`src/rtl/mmcm_drp_ctrl_if.sv`:
```
// Purpose: command handshake and DRP bus between a reconfiguration master
//          and mmcm_drp_ctrl.
// Ports (slave = controller view):
//   cmd_valid/cmd_ready  write-command handshake
//   cmd_addr/data/mask   register address, new bits, keep-mask (1 = keep)
//   cmd_last             final command of the sequence
//   daddr/den/dwe/di     DRP request side
//   do_in/drdy           DRP response side
interface mmcm_drp_ctrl_if #(
    parameter int unsigned ADDR_W = 7,
    parameter int unsigned DATA_W = 16
);
    logic              cmd_valid;
    logic              cmd_ready;
    logic [ADDR_W-1:0] cmd_addr;
    logic [DATA_W-1:0] cmd_data;
    logic [DATA_W-1:0] cmd_mask;
    logic              cmd_last;
    logic [ADDR_W-1:0] daddr;
    logic              den;
    logic              dwe;
    logic [DATA_W-1:0] di;
    logic [DATA_W-1:0] do_in;
    logic              drdy;

    modport slave (
        input  cmd_valid, cmd_addr, cmd_data, cmd_mask, cmd_last, do_in, drdy,
        output cmd_ready, daddr, den, dwe, di
    );

    modport master (
        output cmd_valid, cmd_addr, cmd_data, cmd_mask, cmd_last, do_in, drdy,
        input  cmd_ready, daddr, den, dwe, di
    );
endinterface

```
`src/rtl/mmcm_drp_ctrl.sv`:
```
// Purpose: holds an MMCM in reset, applies a sequence of masked
//          read-modify-write DRP accesses, releases reset and waits for lock.
// Ports:
//   clk_100m, rst_n  clock, asynchronous active-low reset
//   bus              command handshake + DRP bus (slave modport)
//   mmcm_rst         MMCM reset, active-high
//   mmcm_locked      raw LOCKED, asynchronous
//   busy, done       sequence in progress / one-cycle success pulse
//   err              sticky code: 0 none, 1 DRP timeout, 2 lock timeout, 3 lock lost
//   cfg_locked       synchronized lock status
module mmcm_drp_ctrl #(
    parameter int unsigned RST_HOLD     = 4,
    parameter int unsigned DRP_TIMEOUT  = 64,
    parameter int unsigned LOCK_TIMEOUT = 65536
) (
    input  logic                 clk_100m,
    input  logic                 rst_n,
    mmcm_drp_ctrl_if.slave       bus,
    output logic                 mmcm_rst,
    input  logic                 mmcm_locked,
    output logic                 busy,
    output logic                 done,
    output logic [1:0]           err,
    output logic                 cfg_locked
);
    localparam int unsigned ADDR_W  = 7;
    localparam int unsigned DATA_W  = 16;
    localparam int unsigned MAX_A   = (RST_HOLD > DRP_TIMEOUT) ? RST_HOLD : DRP_TIMEOUT;
    localparam int unsigned MAX_CNT = (MAX_A > LOCK_TIMEOUT) ? MAX_A : LOCK_TIMEOUT;
    localparam int unsigned CNT_W   = $clog2(MAX_CNT + 1);

    // Wait states are entered one cycle after the event they time from,
    // so loads are two short of the budget to land the timeout exactly.
    localparam logic [CNT_W-1:0] RST_LOAD  = CNT_W'(RST_HOLD - 1);
    localparam logic [CNT_W-1:0] DRP_LOAD  = CNT_W'(DRP_TIMEOUT - 2);
    localparam logic [CNT_W-1:0] LOCK_LOAD = CNT_W'(LOCK_TIMEOUT - 2);

    typedef enum logic [3:0] {
        S_IDLE, S_RST_HOLD, S_WAIT_CMD, S_RD_REQ, S_RD_WAIT,
        S_WR_REQ, S_WR_WAIT, S_RELEASE, S_WAIT_LOCK
    } state_t;

    state_t            r_state, w_state_nxt;
    logic [CNT_W-1:0]  r_cnt, w_cnt_nxt, w_cnt_dec;
    logic [ADDR_W-1:0] r_addr, w_addr_nxt, r_daddr, w_daddr_nxt;
    logic [DATA_W-1:0] r_data, w_data_nxt, r_mask, w_mask_nxt, r_di, w_di_nxt;
    logic              r_last, w_last_nxt;
    logic              r_den, w_den_nxt, r_dwe, w_dwe_nxt;
    logic              r_mmcm_rst, w_rst_nxt;
    logic              r_cmd_ready, w_ready_nxt, r_busy, w_busy_nxt;
    logic              r_done, w_done_nxt;
    logic [1:0]        r_err, w_err_nxt;
    logic              r_armed, w_armed_nxt;
    logic              r_sync1, r_sync2, r_lock_q;
    logic              r_por;

    assign w_cnt_dec = (r_cnt != '0) ? r_cnt - CNT_W'(1) : r_cnt;

    // State and output registers
    always_ff @(posedge clk_100m or negedge rst_n) begin
        if (!rst_n) begin
            r_state     <= S_IDLE;
            r_cnt       <= '0;
            r_addr      <= '0;
            r_data      <= '0;
            r_mask      <= '0;
            r_last      <= 1'b0;
            r_daddr     <= '0;
            r_di        <= '0;
            r_den       <= 1'b0;
            r_dwe       <= 1'b0;
            r_mmcm_rst  <= 1'b1;
            r_cmd_ready <= 1'b0;
            r_busy      <= 1'b0;
            r_done      <= 1'b0;
            r_err       <= 2'd0;
            r_armed     <= 1'b0;
            r_sync1     <= 1'b0;
            r_sync2     <= 1'b0;
            r_lock_q    <= 1'b0;
            r_por       <= 1'b1;
        end else begin
            r_state     <= w_state_nxt;
            r_cnt       <= w_cnt_nxt;
            r_addr      <= w_addr_nxt;
            r_data      <= w_data_nxt;
            r_mask      <= w_mask_nxt;
            r_last      <= w_last_nxt;
            r_daddr     <= w_daddr_nxt;
            r_di        <= w_di_nxt;
            r_den       <= w_den_nxt;
            r_dwe       <= w_dwe_nxt;
            r_mmcm_rst  <= w_rst_nxt;
            r_cmd_ready <= w_ready_nxt;
            r_busy      <= w_busy_nxt;
            r_done      <= w_done_nxt;
            r_err       <= w_err_nxt;
            r_armed     <= w_armed_nxt;
            r_sync1     <= mmcm_locked;
            r_sync2     <= r_sync1;
            r_lock_q    <= r_sync2;
            r_por       <= 1'b0;
        end
    end

    // Next-state and next-output logic
    always_comb begin
        w_state_nxt = r_state;
        w_cnt_nxt   = r_cnt;
        w_addr_nxt  = r_addr;
        w_data_nxt  = r_data;
        w_mask_nxt  = r_mask;
        w_last_nxt  = r_last;
        w_daddr_nxt = r_daddr;
        w_di_nxt    = r_di;
        w_den_nxt   = 1'b0;
        w_dwe_nxt   = 1'b0;
        w_rst_nxt   = r_mmcm_rst;
        w_done_nxt  = 1'b0;
        w_err_nxt   = r_err;
        w_armed_nxt = r_armed;
        w_ready_nxt = 1'b0;
        w_busy_nxt  = 1'b0;

        case (r_state)
            S_IDLE: begin
                // Power-on release; after a DRP timeout reset stays held.
                if (r_por) w_rst_nxt = 1'b0;
                if (r_armed && r_lock_q && !r_sync2) begin
                    w_err_nxt   = 2'd3;
                    w_armed_nxt = 1'b0;
                end
                if (bus.cmd_valid) begin
                    w_state_nxt = S_RST_HOLD;
                    w_rst_nxt   = 1'b1;
                    w_err_nxt   = 2'd0;
                    w_armed_nxt = 1'b0;
                    w_cnt_nxt   = RST_LOAD;
                end
            end
            S_RST_HOLD: begin
                if (r_cnt == '0) w_state_nxt = S_WAIT_CMD;
                else             w_cnt_nxt   = w_cnt_dec;
            end
            S_WAIT_CMD: begin
                if (bus.cmd_valid && r_cmd_ready) begin
                    w_addr_nxt  = bus.cmd_addr;
                    w_data_nxt  = bus.cmd_data;
                    w_mask_nxt  = bus.cmd_mask;
                    w_last_nxt  = bus.cmd_last;
                    w_daddr_nxt = bus.cmd_addr;
                    w_den_nxt   = 1'b1;
                    w_state_nxt = S_RD_REQ;
                end
            end
            S_RD_REQ: begin
                w_state_nxt = S_RD_WAIT;
                w_cnt_nxt   = DRP_LOAD;
            end
            S_RD_WAIT: begin
                if (bus.drdy) begin
                    w_di_nxt    = (bus.do_in & r_mask) | (r_data & ~r_mask);
                    w_den_nxt   = 1'b1;
                    w_dwe_nxt   = 1'b1;
                    w_state_nxt = S_WR_REQ;
                end else if (r_cnt == '0) begin
                    w_err_nxt   = 2'd1;
                    w_state_nxt = S_IDLE;
                end else begin
                    w_cnt_nxt   = w_cnt_dec;
                end
            end
            S_WR_REQ: begin
                w_state_nxt = S_WR_WAIT;
                w_cnt_nxt   = DRP_LOAD;
            end
            S_WR_WAIT: begin
                if (bus.drdy) begin
                    if (r_last) begin
                        w_state_nxt = S_RELEASE;
                        w_rst_nxt   = 1'b0;
                    end else begin
                        w_state_nxt = S_WAIT_CMD;
                    end
                end else if (r_cnt == '0) begin
                    w_err_nxt   = 2'd1;
                    w_state_nxt = S_IDLE;
                end else begin
                    w_cnt_nxt   = w_cnt_dec;
                end
            end
            S_RELEASE: begin
                w_state_nxt = S_WAIT_LOCK;
                w_cnt_nxt   = LOCK_LOAD;
            end
            S_WAIT_LOCK: begin
                if (r_sync2) begin
                    w_done_nxt  = 1'b1;
                    w_armed_nxt = 1'b1;
                    w_state_nxt = S_IDLE;
                end else if (r_cnt == '0) begin
                    w_err_nxt   = 2'd2;
                    w_state_nxt = S_IDLE;
                end else begin
                    w_cnt_nxt   = w_cnt_dec;
                end
            end
            default: w_state_nxt = S_IDLE;
        endcase

        w_ready_nxt = (w_state_nxt == S_WAIT_CMD);
        w_busy_nxt  = (w_state_nxt != S_IDLE);
    end

    assign bus.cmd_ready = r_cmd_ready;
    assign bus.daddr     = r_daddr;
    assign bus.den       = r_den;
    assign bus.dwe       = r_dwe;
    assign bus.di        = r_di;
    assign mmcm_rst      = r_mmcm_rst;
    assign busy          = r_busy;
    assign done          = r_done;
    assign err           = r_err;
    assign cfg_locked    = r_sync2;
endmodule

```
`src/flat_wrapper.sv`:
```
// flat-port wrapper written by rule: the top's interface ports become plain ports
module mmcm_drp_ctrl_flat 
#(
    parameter int unsigned RST_HOLD     = 4,
    parameter int unsigned DRP_TIMEOUT  = 64,
    parameter int unsigned LOCK_TIMEOUT = 65536
)
  (clk_100m, rst_n, mmcm_rst, mmcm_locked, busy, done, err, cfg_locked, bus_cmd_valid, bus_cmd_addr, bus_cmd_data, bus_cmd_mask, bus_cmd_last, bus_do_in, bus_drdy, bus_cmd_ready, bus_daddr, bus_den, bus_dwe, bus_di);
  mmcm_drp_ctrl_if bus_i ();
  input  logic clk_100m;
  input  logic rst_n;
  output logic mmcm_rst;
  input  logic mmcm_locked;
  output logic busy;
  output logic done;
  output logic [1:0] err;
  output logic cfg_locked;
  input wire logic [$bits(bus_i.cmd_valid)-1:0] bus_cmd_valid;
  input wire logic [$bits(bus_i.cmd_addr)-1:0] bus_cmd_addr;
  input wire logic [$bits(bus_i.cmd_data)-1:0] bus_cmd_data;
  input wire logic [$bits(bus_i.cmd_mask)-1:0] bus_cmd_mask;
  input wire logic [$bits(bus_i.cmd_last)-1:0] bus_cmd_last;
  input wire logic [$bits(bus_i.do_in)-1:0] bus_do_in;
  input wire logic [$bits(bus_i.drdy)-1:0] bus_drdy;
  output wire logic [$bits(bus_i.cmd_ready)-1:0] bus_cmd_ready;
  output wire logic [$bits(bus_i.daddr)-1:0] bus_daddr;
  output wire logic [$bits(bus_i.den)-1:0] bus_den;
  output wire logic [$bits(bus_i.dwe)-1:0] bus_dwe;
  output wire logic [$bits(bus_i.di)-1:0] bus_di;
  assign bus_i.cmd_valid = bus_cmd_valid;
  assign bus_i.cmd_addr = bus_cmd_addr;
  assign bus_i.cmd_data = bus_cmd_data;
  assign bus_i.cmd_mask = bus_cmd_mask;
  assign bus_i.cmd_last = bus_cmd_last;
  assign bus_i.do_in = bus_do_in;
  assign bus_i.drdy = bus_drdy;
  assign bus_cmd_ready = bus_i.cmd_ready;
  assign bus_daddr = bus_i.daddr;
  assign bus_den = bus_i.den;
  assign bus_dwe = bus_i.dwe;
  assign bus_di = bus_i.di;
  mmcm_drp_ctrl #(.RST_HOLD(RST_HOLD), .DRP_TIMEOUT(DRP_TIMEOUT), .LOCK_TIMEOUT(LOCK_TIMEOUT)) u_core (.clk_100m(clk_100m), .rst_n(rst_n), .bus(bus_i), .mmcm_rst(mmcm_rst), .mmcm_locked(mmcm_locked), .busy(busy), .done(done), .err(err), .cfg_locked(cfg_locked));
endmodule
```
`config.mk`:
```
export PLATFORM = sky130hd
export DESIGN_NAME = mmcm_drp_ctrl_flat
export DESIGN_NICKNAME = d
export VERILOG_FILES = /design/src/rtl/mmcm_drp_ctrl_if.sv /design/src/rtl/mmcm_drp_ctrl.sv /design/src/flat_wrapper.sv
export SDC_FILE = /design/constraint.sdc
export NUM_CORES = 1
export LEC_CHECK = 0
export ABC_CLOCK_PERIOD_IN_PS = 2600
export BUFFER_PORTS_ARGS = -buffer_cell sky130_fd_sc_hd__buf_2
export CAP_MARGIN = 20
export CORE_ASPECT_RATIO = 0.8
export CORE_MARGIN = 1
export CORE_UTILIZATION = 54
export DETAILED_ROUTE_END_ITERATION = 12
export GPL_TIMING_DRIVEN = 0
export PLACE_DENSITY = 0.79
export SYNTH_ARGS = -nofsm -noshare
export SYNTH_HDL_FRONTEND = slang
export SYNTH_SLANG_ARGS = --single-unit
export TNS_END_PERCENT = 5
```
`constraint.sdc`:
```
create_clock -name clk_100m -period 2.6 [get_ports clk_100m]
set_input_delay 0.52 -clock clk_100m [delete_from_list [all_inputs] [get_ports clk_100m]]
set_output_delay 0.52 -clock clk_100m [all_outputs]
set_load 0.03 [all_outputs]
```
# After elaboration in Yosys (flattened, before gate mapping)
# Index checks and enable logic that the tools add are counted.
dict set report classes {
  n_addsub 1
  muxes 37
  n_div 0
  reduce_logical 20
  mul 0
  n_lt_le_gt_ge 0
  n_bitwise 4
  shift 0
  n_eq_ne 19
}
# operator count
set op_table {}
lappend op_table {{$pmux 17 s6} 1}
lappend op_table {{$mux 17} 5}
lappend op_table {{$pmux 4 s9} 1}
lappend op_table {{$and 16x16->16} 2}
lappend op_table {{$mux 4} 7}
lappend op_table {{$logic_not 17->1} 1}
lappend op_table {{$reduce_bool 17->1} 1}
lappend op_table {{$sub 17x1->17 const B} 1}
lappend op_table {{$eq 4x3->1 const B} 4}
lappend op_table {{$not 16->16} 1}
lappend op_table {{$or 16x16->16} 1}
lappend op_table {{$eq 4x2->1 const B} 3}
lappend op_table {{$mux 1} 12}
lappend op_table {{$mux 2} 6}
lappend op_table {{$ne 2x1->1 const B} 4}
lappend op_table {{$ne 2x2->1 const B} 4}
lappend op_table {{$reduce_and 4->1} 2}
lappend op_table {{$ne 3x2->1 const B} 2}
lappend op_table {{$pmux 1 s2} 3}
lappend op_table {{$pmux 2 s3} 1}
lappend op_table {{$reduce_and 6->1} 1}
lappend op_table {{$reduce_bool 6->1} 1}
lappend op_table {{$eq 4x1->1 const B} 1}
lappend op_table {{$eq 4x4->1 const B} 1}
lappend op_table {{10 further kinds} 15}
dict set report totals {
  n_memories 0
  mem_bits_rw 0
  input_bits 61
  latch_bits 0
  rom_bits 0
  ff_bits 90
  out_inout_bits 32
  word_cells 100
}

# Longest topological paths before layout
dict set report logic_depth {
  depth_word 5
  ltp_mapped 8
  mapped_depth_nobuf 7
}

# Worst setup path before layout
# OpenSTA, ideal clock, no wires.
dict set report synth_path {
  kind {register to register}
  from {register u_core.r_cnt[5]}
  to {register u_core.r_err[0], in the netlist u_core.err[0]}
  path_buffers 1
  arrival_ns 1.791
  required_time_ns 2.472
  stages_incl_launch_ff 8
  period_less_slack_ns 1.918
  setup_ns 0.128
  slack_ns 0.682
  path_cell_list {dfrtp_1 nor4_4 nand3_2 or2_1 buf_6 o21ai_2 nand4b_1 mux2_1}
}
dict set report synth_between {
  elab_chain_cells 3
  word_cells_on_any_way 4
  classes_between {eq/ne (2); reduce/logical (2)}
}
# element line_no
set synth_rtl {}
lappend synth_rtl {{start: declaration} mmcm_drp_ctrl.sv:44} ;# logic [CNT_W-1:0] r_cnt, w_cnt_nxt, w_cnt_dec;
lappend synth_rtl {{start signal: assignment} mmcm_drp_ctrl.sv:84} ;# r_cnt <= w_cnt_nxt;
lappend synth_rtl {{$logic_not 17->1 *} {mmcm_drp_ctrl.sv:166, mmcm_drp_ctrl.sv:185, mmcm_drp_ctrl.sv:201}}
lappend synth_rtl {{$ne 2x1->1 (no line)} -}
lappend synth_rtl {{$reduce_and 6->1 (no line) *} -}
lappend synth_rtl {{end signal: assignment} mmcm_drp_ctrl.sv:97} ;# r_err <= w_err_nxt;
lappend synth_rtl {{end: declaration} mmcm_drp_ctrl.sv:52} ;# logic [1:0] r_err, w_err_nxt;
# Every way passes the cells marked *; elsewhere a longest branch is shown, timed or not.
# A chain may end at the register's enable or synchronous reset.

# Final worst setup path
dict set report layout_path {
  from {register u_core.r_state[3]}
  to {register u_core.r_cnt[14]}
}
dict set report layout_between {
  elab_chain_cells 4
  word_cells_on_any_way 16
  classes_between {eq/ne (10); mux (1); reduce/logical (5)}
}
# element line_no
set layout_rtl {}
lappend layout_rtl {{start: declaration} mmcm_drp_ctrl.sv:43} ;# state_t r_state, w_state_nxt;
lappend layout_rtl {{start signal: assignment} mmcm_drp_ctrl.sv:83} ;# r_state <= w_state_nxt;
lappend layout_rtl {{$eq 4x3->1 / $eq 4x2->1 (equally long branches)} mmcm_drp_ctrl.sv:125} ;# case (r_state)
lappend layout_rtl {{$reduce_or 2->1 (no line)} -}
lappend layout_rtl {{$reduce_bool 6->1 (no line) / $ne 2x2->1 (equally long branches)} -}
lappend layout_rtl {{$reduce_and 4->1 (no line)} -}
# Several ways; a longest one is shown, not always the timed one.

==> impl_results.md <==
* Clock latency on the worst-skew pair at 0.37 ns
* IO Pins at 93
* Final count of hold timing violations at 0
* CP startpoint kind: flip-flop
* Hold WC Path Type: in -> async
* Initial DRC count at 164
* Std-Cell Rows at 28
* Slowest cell on the critical path: nor3_1
* Comb power frac at 0.442
* CP max FO at 10
* DR pass1 iterations at 5
* Grt ovf at 0
* Placer Congestion at 0.866
* Setup bufs post-CTS at 0
* Die width at 101 µm
* Critical Path RT at 2.85 ns
* PD cells at 1020 mW/mm²
* Area growth from synthesis to layout at 19.1%
* Final setup viols at 0
* GRT Total Usage at 0.259
* Synth Warn # at 0
* Worst-Margin Slew at 0.979 ns
* Netlist cell types at 63
* Post-Syn Area at 0.00426 mm²
* Largest net degree at the start of global routing at 58
* Die Y at 81.5 µm
* Mean cell area of the mapped netlist at 11.0 µm²
* Resize count post-CTS at 0
* Slack of the critical path at 0.297 ns
* Total Negative Setup Slacks at 0 ns
* Max-cap violations at 0
* FFs w/ async S/R, synth at 1.00
* Outcome: complete, no violations
* Post-synthesis instance total at 386
* Final slew viol count at 0
* First-pass GRT wire length at 16.3 mm
* EDFF count, synth at 0
* # port buffers at 92
* Post-DP HPWL at 6.99 mm
* Critical Path, Cell by Cell: clkbuf_1, nor3_1, nor3_1, buf_2, a21oi_1, o21ai_0, o21ai_1
* WP data arrival at 2.55 ns
* RSZ-0062 raised after global routing: no
* Die area at 0.00825 mm²
* CTS max path bufs at 2
* Main synth FF type: dfrtp_1
* Clk pwr share at 0.180
* Worst relative slew slack at 0.342
* Share of cells above drive strength 1 at 0.352
* Skew final at 0.0140 ns
* Static Leak at 2.47 nW
* Switching share of power at 0.427
* CTS Hold Bufs at 0
* Register area share after synthesis at 0.529
* Crit. End Element: flip-flop
* CTS tree: done
* Clock Sink Count at 90
* Worst-path clk slew at 0.10 ns
* Initial antenna violation count at 0
* Via count at 3410
* Switch Pwr at 2.21 mW
* CTS HTree Levels at 3
* Crit Reg-Reg Startpoint: u_core.r_state[3]
* Vias in the first global route at 3467
* Ranking of synthesized cells by area: dfrtp_1, mux2_2, o21ai_0
* RR Endpoint: u_core.r_cnt[14]
* Family with the most delay on the worst path: simple AND/OR/NAND/NOR gates
* Tcrit/Tclk final at 0.886
* Core box area at 0.00753 mm²
* Internal at 2.97 mW
* WP buf/inv at 2
* CTS buffer count at 9
* Reg2Reg Depth at 7
* R2R setup slack at 0.30 ns
* Kind of critical path: reg -> reg
* Final min period at 2.30 ns
* DRT antenna net count at 0
* Top cell type's share of synthesized area at 0.517
* Max Clk Rate at 0.434 GHz
* Root Driver: clkbuf_8
* Peak VDD IR at 0.428 mV
* Syn_nets at 449
* Via/cell ratio at 5.68
* Initial Utilization at 0.566
* Sequential power share at 0.377
* Flops & latches, synth at 90
* Max stage delay on crit path at 0.58 ns
* Avg WL per Cell at 16.2 µm
* N_diodes at 0
* Top cell by count, worst path: nor3_1
* Nets@finish at 553
* Dominant cell type by area after synthesis: dfrtp_1
* Place WS at 0.349 ns
* WL final at 9.69 mm
* Remaining DRCs at 0
-- cells by family (layout without fill, tap and decap cells) --
kind of cell,Yosys count,count (layout),synth area share
flip-flops,90,90,0.529
multiplexers,58,58,0.149
other,1,1,0.000880
AO/OA/AOI/OAI,96,96,0.133
XOR/XNOR,2,2,0.00411
AND/OR/NAND/NOR,108,108,0.144
buffers and inverters,29,138,0.0338
adder cells (fa/ha/maj),2,2,0.00587
-- per-stage QoR --
step | util | cell area, µm² | hold WS, ns | power, mW | instances
6_report | 0.674 | 5070 | 0.0930 | 5.18 | 600
5_1_grt | 0.674 | 5070 | 0.125 | 5.53 | 600
4_1_cts | 0.674 | 5070 | 0.104 | 5.18 | 600
3_5_place_dp | 0.648 | 4880 | 0.351 | 4.24 | 584
3_3_place_gp | 0.644 | 4850 | 0.332 | 4.14 | 583
2_1_floorplan | - | 4260 | 0.224 | 3.61 | 386
-- flip-flops by register name, summed over array words and instances, names as in the netlist --
register and flops:
u_core.bus.den 1, u_core.mmcm_rst 1, u_core.r_data 16, u_core.bus.di 16, u_core.r_armed 1, u_core.bus.cmd_ready 1, u_core.done 1, u_core.cfg_locked 1
u_core.err 2, u_core.r_last 1, u_core.r_cnt 17, u_core.r_lock_q 1, u_core.r_state 4, u_core.bus.daddr 7, u_core.r_mask 16, u_core.busy 1
u_core.r_sync1 1, u_core.r_por 1, u_core.bus.dwe 1
-- Yosys cell counts, types with 3 or more instances --
cell	number
dfrtp_1	88
mux2_2	40
o21ai_0	38
nand2_1	32
nor2_1	21
a21oi_1	16
mux2i_1	16
clkbuf_1	14
a31oi_1	12
nor3_1	9
inv_1	7
o21ai_1	7
nand3_1	6
or3_1	5
nand2b_1	4
buf_2	3
buf_6	3
nor2b_1	3
nor4_1	3
o2bb2ai_1	3
-- layer usage --
metal	GRT usage	vias up	wire length, µm	share of wire
met5	0	-	0	0
met4	0.100	0	140	0.014
met3	0.0834	17	894	0.092
met2	0.420	145	4590	0.47
met1	0.327	1647	4070	0.42
li1	-	1601	-	-
-- power groups by stage --
stage	Sequential (mW)	Clock, mW	Combinational [mW]
2_1_floorplan	2.16	0	1.46
3_3_place_gp	1.95	0	2.18
3_5_place_dp	1.98	0	2.26
4_1_cts	1.95	0.960	2.27
5_1_grt	2.00	1.01	2.52
6_report	1.95	0.933	2.29
-- cell usage in the layout, fill, tap and decap left out, types with 3 or more instances in the layout --
cell type / instances
mux2_2: 40
o21ai_0: 38
clkbuf_8: 10
nor4_1: 3
nand2b_1: 4
o21ai_1: 7
a31oi_1: 12
o2bb2ai_1: 3
nand3_1: 6
inv_6: 4
dfrtp_1: 88
nor3_1: 9
clkbuf_1: 14
nand2_1: 32
buf_6: 3
a21oi_1: 16
buf_2: 94
inv_1: 7
nor2_1: 21
or3_1: 5
nor2b_1: 3
mux2i_1: 16
-- cell type report --
class | instances | area (µm²)
Fill cell | 617 | 2460
Sequential cell | 90 | 2250
Multi-Input combinational cell | 267 | 1860
Timing Repair Buffer | 93 | 490
Clock buffer | 10 | 138
Tap cell | 105 | 131
Buffer | 22 | 118
Clock inverter | 6 | 53.8
Inverter | 7 | 26.3
-- worst max-delay path by stage --
| stage | start | to | slack [ns] | cells after the start |
|---|---|---|---|---|
| after floorplan | u_core.r_cnt[5] | u_core.err[0] | 0.68 | 7 |
| final | u_core.r_state[3] | u_core.r_cnt[14] | 0.30 | 7 |
| after global routing | u_core.r_state[3] | u_core.r_cnt[9] | 0.02 | 7 |
| after global placement | rst_n | u_core.r_data[8] | 0.23 | 1 |
| after detailed placement | u_core.r_state[2] | u_core.r_cnt[14] | 0.35 | 8 |
| after CTS | u_core.r_state[2] | u_core.r_cnt[14] | 0.33 | 8 |
No activity file was read; power rests on OpenSTA's default activity.
